$ cat src/rtl/mux_rr_arbiter.sv
// Round-robin arbiter that owns the select of a shared WIDTH-bit mux path.
// A registered grant forwards the owner's beats; bursts end on last, MAX_HOLD beats, or dropped req.
module mux_rr_arbiter #(
  parameter int unsigned WIDTH    = 2,
  parameter int unsigned NREQ     = 4,
  parameter int unsigned MAX_HOLD = 4
) (
  input  logic                          clk,
  input  logic                          rst_n,
  input  logic [NREQ-1:0]               req,
  input  logic [NREQ-1:0]               last,
  input  logic [NREQ*WIDTH-1:0]         data_in,
  input  logic                          out_ready,
  output logic [NREQ-1:0]               gnt,
  output logic [$clog2(NREQ)-1:0]       sel,
  output logic [WIDTH-1:0]              out_data,
  output logic                          out_valid
);

  localparam int unsigned SELW = $clog2(NREQ);
  localparam int unsigned HCW  = $clog2(MAX_HOLD + 1);

  typedef enum logic {IDLE, GRANT} state_e;

  state_e            state_q, state_d;
  logic [NREQ-1:0]   gnt_q, gnt_d;
  logic [SELW-1:0]   sel_q, sel_d;
  logic [SELW-1:0]   ptr_q, ptr_d;
  logic [HCW-1:0]    hold_cnt_q, hold_cnt_d;

  logic              active;
  logic              beat;
  logic              release_c;
  logic              win_found;
  logic [SELW-1:0]   win_idx;
  int unsigned       scan_idx;

  assign active    = (state_q == GRANT);
  assign out_valid = active & req[sel_q];
  assign out_data  = active ? data_in[sel_q*WIDTH +: WIDTH] : '0;
  assign gnt       = gnt_q;
  assign sel       = sel_q;
  assign beat      = out_valid & out_ready;

  // last and forced rotation coincide into a single release
  assign release_c = active & ((beat & last[sel_q])
                             | (beat & (hold_cnt_q == HCW'(MAX_HOLD - 1)))
                             | ~req[sel_q]);

  // Priority scan starting just after the last owner
  always_comb begin
    win_found = 1'b0;
    win_idx   = '0;
    scan_idx  = 0;
    for (int unsigned k = 1; k <= NREQ; k++) begin
      scan_idx = 32'(ptr_q) + k;
      if (scan_idx >= NREQ) scan_idx = scan_idx - NREQ;
      if (!win_found && req[SELW'(scan_idx)]) begin
        win_found = 1'b1;
        win_idx   = SELW'(scan_idx);
      end
    end
  end

  always_comb begin
    state_d    = state_q;
    gnt_d      = gnt_q;
    sel_d      = sel_q;
    ptr_d      = ptr_q;
    hold_cnt_d = hold_cnt_q;
    if (!active || release_c) begin
      if (win_found) begin
        state_d    = GRANT;
        gnt_d      = NREQ'(1) << win_idx;
        sel_d      = win_idx;
        ptr_d      = win_idx;
        hold_cnt_d = '0;
      end else begin
        state_d    = IDLE;
        gnt_d      = '0;
        hold_cnt_d = '0;
      end
    end else if (beat) begin
      hold_cnt_d = hold_cnt_q + HCW'(1);
    end
  end

  always_ff @(posedge clk or negedge rst_n) begin
    if (!rst_n) begin
      state_q    <= IDLE;
      gnt_q      <= '0;
      sel_q      <= '0;
      ptr_q      <= SELW'(NREQ - 1);
      hold_cnt_q <= '0;
    end else begin
      state_q    <= state_d;
      gnt_q      <= gnt_d;
      sel_q      <= sel_d;
      ptr_q      <= ptr_d;
      hold_cnt_q <= hold_cnt_d;
    end
  end

endmodule

$ cat config.mk
export PLATFORM = sky130hd
export DESIGN_NAME = mux_rr_arbiter
export DESIGN_NICKNAME = d
export VERILOG_FILES = /design/src/rtl/mux_rr_arbiter.sv
export SDC_FILE = /design/constraint.sdc
export NUM_CORES = 1
export LEC_CHECK = 0
export CORE_MARGIN = 4
export CORE_UTILIZATION = 44
export DETAILED_ROUTE_END_ITERATION = 7
export GPL_TIMING_DRIVEN = 0
export PLACE_DENSITY = 0.75
export SYNTH_ARGS = -nofsm -noshare
export SYNTH_HDL_FRONTEND = slang
export SYNTH_SLANG_ARGS = --single-unit
$ cat constraint.sdc
create_clock -name clk -period 1.93 [get_ports clk]
set_clock_uncertainty 0.05 [all_clocks]
set_input_delay 0.193 -clock clk [delete_from_list [all_inputs] [get_ports clk]]
set_output_delay 0.193 -clock clk [all_outputs]
set_load 0.05 [all_outputs]
==> impl_metrics.env <==
export IMPL_yosysSeqAreaShare_pct=37.6
export IMPL_insertedDiodeCount=0
export IMPL_wl_per_cell_um=13.9
export IMPL_hp_class="in -> async"
export IMPL_ant_nets=0
export IMPL_ys_types=35
export IMPL_ir_worst_vdd_uv=932
export IMPL_crit_type="reg -> out"
export IMPL_yosysMostFrequentCell="dfrtp_1"
export IMPL_yosys_area_top_type="dfrtp_1"
export IMPL_remaining_drc_errors=0
export IMPL_rsz0062_at_grt="true"
export IMPL_finalHoldViolCount=0
export IMPL_drtIter0Drc=3
export IMPL_area_growth_pct=44.3
export IMPL_slew_headroom_pct=66.2
export IMPL_yosys_register_bits=12
export IMPL_cts_root_buffer="clkbuf_4"
export IMPL_cts_htree_levels=1
export IMPL_power_density_nw_per_um2=1590
export IMPL_crit_required_ns=1.69
export IMPL_vias=671
export IMPL_syn_area_um2=806
export IMPL_clockBufferDepth=2
export IMPL_grt_max_degree=13
export IMPL_port_buffers=27
export IMPL_std_cell_rows=15
export IMPL_routed_wl_mm=1.78
export IMPL_cts_sinks=12
export IMPL_grt_usage_pct=15.7
export IMPL_grt_pass1_wl_mm=2.99
export IMPL_fill_cells=147
export IMPL_r2r_end="sel[1]"
export IMPL_path_cells="buf_6, mux4_1, and2_4, buf_6"
export IMPL_synthCells=70
export IMPL_worst_ep_arrival_time_ns=1.64
export IMPL_finalCoreUtilization_pct=67.3
export IMPL_initial_core_util_pct=46.7
export IMPL_yosys_top_cells_count="10 x dfrtp_1, 8 x inv_1, 4 x a21oi_1, 4 x mux2i_1, 3 x nand2_1"
export IMPL_yosysTopAreaCellShare_pct=31.1
export IMPL_setup_tns_ns=0
export IMPL_hpwl_mm=1.40
export IMPL_critPathLaunchType="flop"
export IMPL_io_pins=28
export IMPL_tightest_slew_ns=0.506
export IMPL_grt_pass1_vias=667
export IMPL_clk_latency_ns=0.28
export IMPL_setup_viol=0
export IMPL_gp_congestion=0.815
export IMPL_path_max_fanout=6
export IMPL_drv_slew=0
export IMPL_drive_above_1_share_pct=27.2
export IMPL_dieHeight_um=50.8
export IMPL_fin_crit_sh_pct=97.6
export IMPL_die_area_um2=2580
export IMPL_ys_flop_type="dfrtp_1"
export IMPL_core_area_um2=1730
export IMPL_slowest_delay_ns=0.55
export IMPL_antenna_found_initial=0
export IMPL_synth_warnings=0
export IMPL_cp_slowest_cell="mux4_1"
export IMPL_dieWidth_um=50.8
export IMPL_maxCapViolCount=0
export IMPL_cts_buffers=3
export IMPL_synth_area_top_cells="dfrtp_1 31%, dfstp_2 6.5%, mux4_1 6.5%"
export IMPL_p_leak_nw=0.494
export IMPL_design_area_um2=1160
export IMPL_path_clk_slew_ns=0.08
export IMPL_status="finished, final reports clean"
export IMPL_post_place_cells=122
export IMPL_ctsHoldBuffers=0
export IMPL_viasPerCell=5.24
export IMPL_instances_no_fill=128
export IMPL_fin_hold_ws_ns=0.200
export IMPL_synth_edf_count=0
export IMPL_fmax_mhz=531
export IMPL_grt_overflow=0
export IMPL_cpMostUsedCell="buf_6"
export IMPL_r2r_cells=6
export IMPL_fin_nets=125
export IMPL_r2r_setup_slack_ns=0.10
export IMPL_synth_nets=91
export IMPL_synth_area_per_cell_um2=11.5
export IMPL_tritoncts="built"
export IMPL_layout_min_cycle_time_ns=1.88
export IMPL_setup_worst_path_end_class="primary output"
export IMPL_dpl_cell_area_um2=1110
export IMPL_ys_async_sr_fraction_pct=100
export IMPL_reg2reg_from="hold_cnt_q[0]"
export IMPL_first_pass_iters=3
-- stage by stage --
stage | total power [W] | setup slack (ns)
final | 0.00184 | 0.0465
after floorplan | 0.00128 | 0.101
after detailed placement | 0.00160 | -0.429
after global routing | 0.00196 | -0.0129
after CTS | 0.00181 | 0.00174
after global placement | 0.00158 | -0.423
-- where the power goes --
| part | switching (W) | internal (W) | total (W) |
|---|---|---|---|
| logic | 0.000673 | 0.000538 | 0.00121 |
| clock network | 0.0000878 | 0.000115 | 0.000203 |
| registers | 0.0000702 | 0.000359 | 0.000429 |
-- cells in the final DEF (no fill, tap or decap), types with 2 or more instances in the layout --
cell	instances
nand2_1	3
a31o_2	2
mux4_2	2
a21oi_1	4
nand3b_1	2
dfstp_2	2
dfrtp_2	2
buf_6	3
clkdlybuf4s50_1	24
nor3b_1	2
mux2i_1	4
ha_1	2
inv_1	8
nand2b_1	2
dfrtp_1	8
clkbuf_4	3
buf_4	2
or3_1	2
mux2_1	2
-- cell families after synthesis --
family,after synthesis,synth area share (%)
AND/OR/NAND/NOR,21,16.1
adder cells (fa/ha/maj),2,3.11
multiplexers,10,18.9
buffers and inverters,9,5.12
AO/OA/AOI/OAI,16,19.1
flip-flops,12,37.6
-- how the worst max path moves through the flow --
stage / to / cells past startpoint / slack, ns / from
4_1_cts: out_data[0] / 4 / 0.002 / sel[0]
6_report: out_data[0] / 4 / 0.05 / sel[0]
5_1_grt: out_valid / 4 / -0.01 / sel[1]
3_5_place_dp: out_valid / 5 / -0.43 / req[3]
3_3_place_gp: out_valid / 5 / -0.42 / req[1]
2_1_floorplan: sel[1] / 5 / 0.10 / sel[0]
-- state kept, by name (all words and copies together) (netlist names) --
| register | count |
|---|---|
| active | 1 |
| ptr_q | 2 |
| gnt | 4 |
| hold_cnt_q | 3 |
| sel | 2 |
-- final cells by class --
type / count / area [um^2] / area share [%]
inverter: 8 / 30.0 / 2.58
clock buffer: 4 / 36.3 / 3.12
sequential: 12 / 305 / 26.3
timing repair buffer: 29 / 283 / 24.3
tap: 25 / 31.3 / 2.69
buffer: 1 / 11.3 / 0.969
multi-input combinational: 49 / 465 / 40.0
-- worst max-delay path: cells and delay by family, from the launching register on --
family | cells | cell delay (ns)
flops | 1 | 0.37
simple gates | 1 | 0.18
mux | 1 | 0.55
buf+inv | 2 | 0.27
-- routing by layer --
layer  GRT usage (%)  share of wire (%)  vias to the layer above
met5               0                  0                        -
met4            5.38                1.0                        0
met3            5.93                8.9                        2
met2            26.1                 48                       24
met1            18.4                 42                      318
li1                -                  -                      327
-- timing repair --
item,4_1_cts,5_1_grt
resized for setup,17,6
setup buffers,1,1
endpoints found under the setup margin,3,6
No activity file was read; power rests on OpenSTA's default activity.
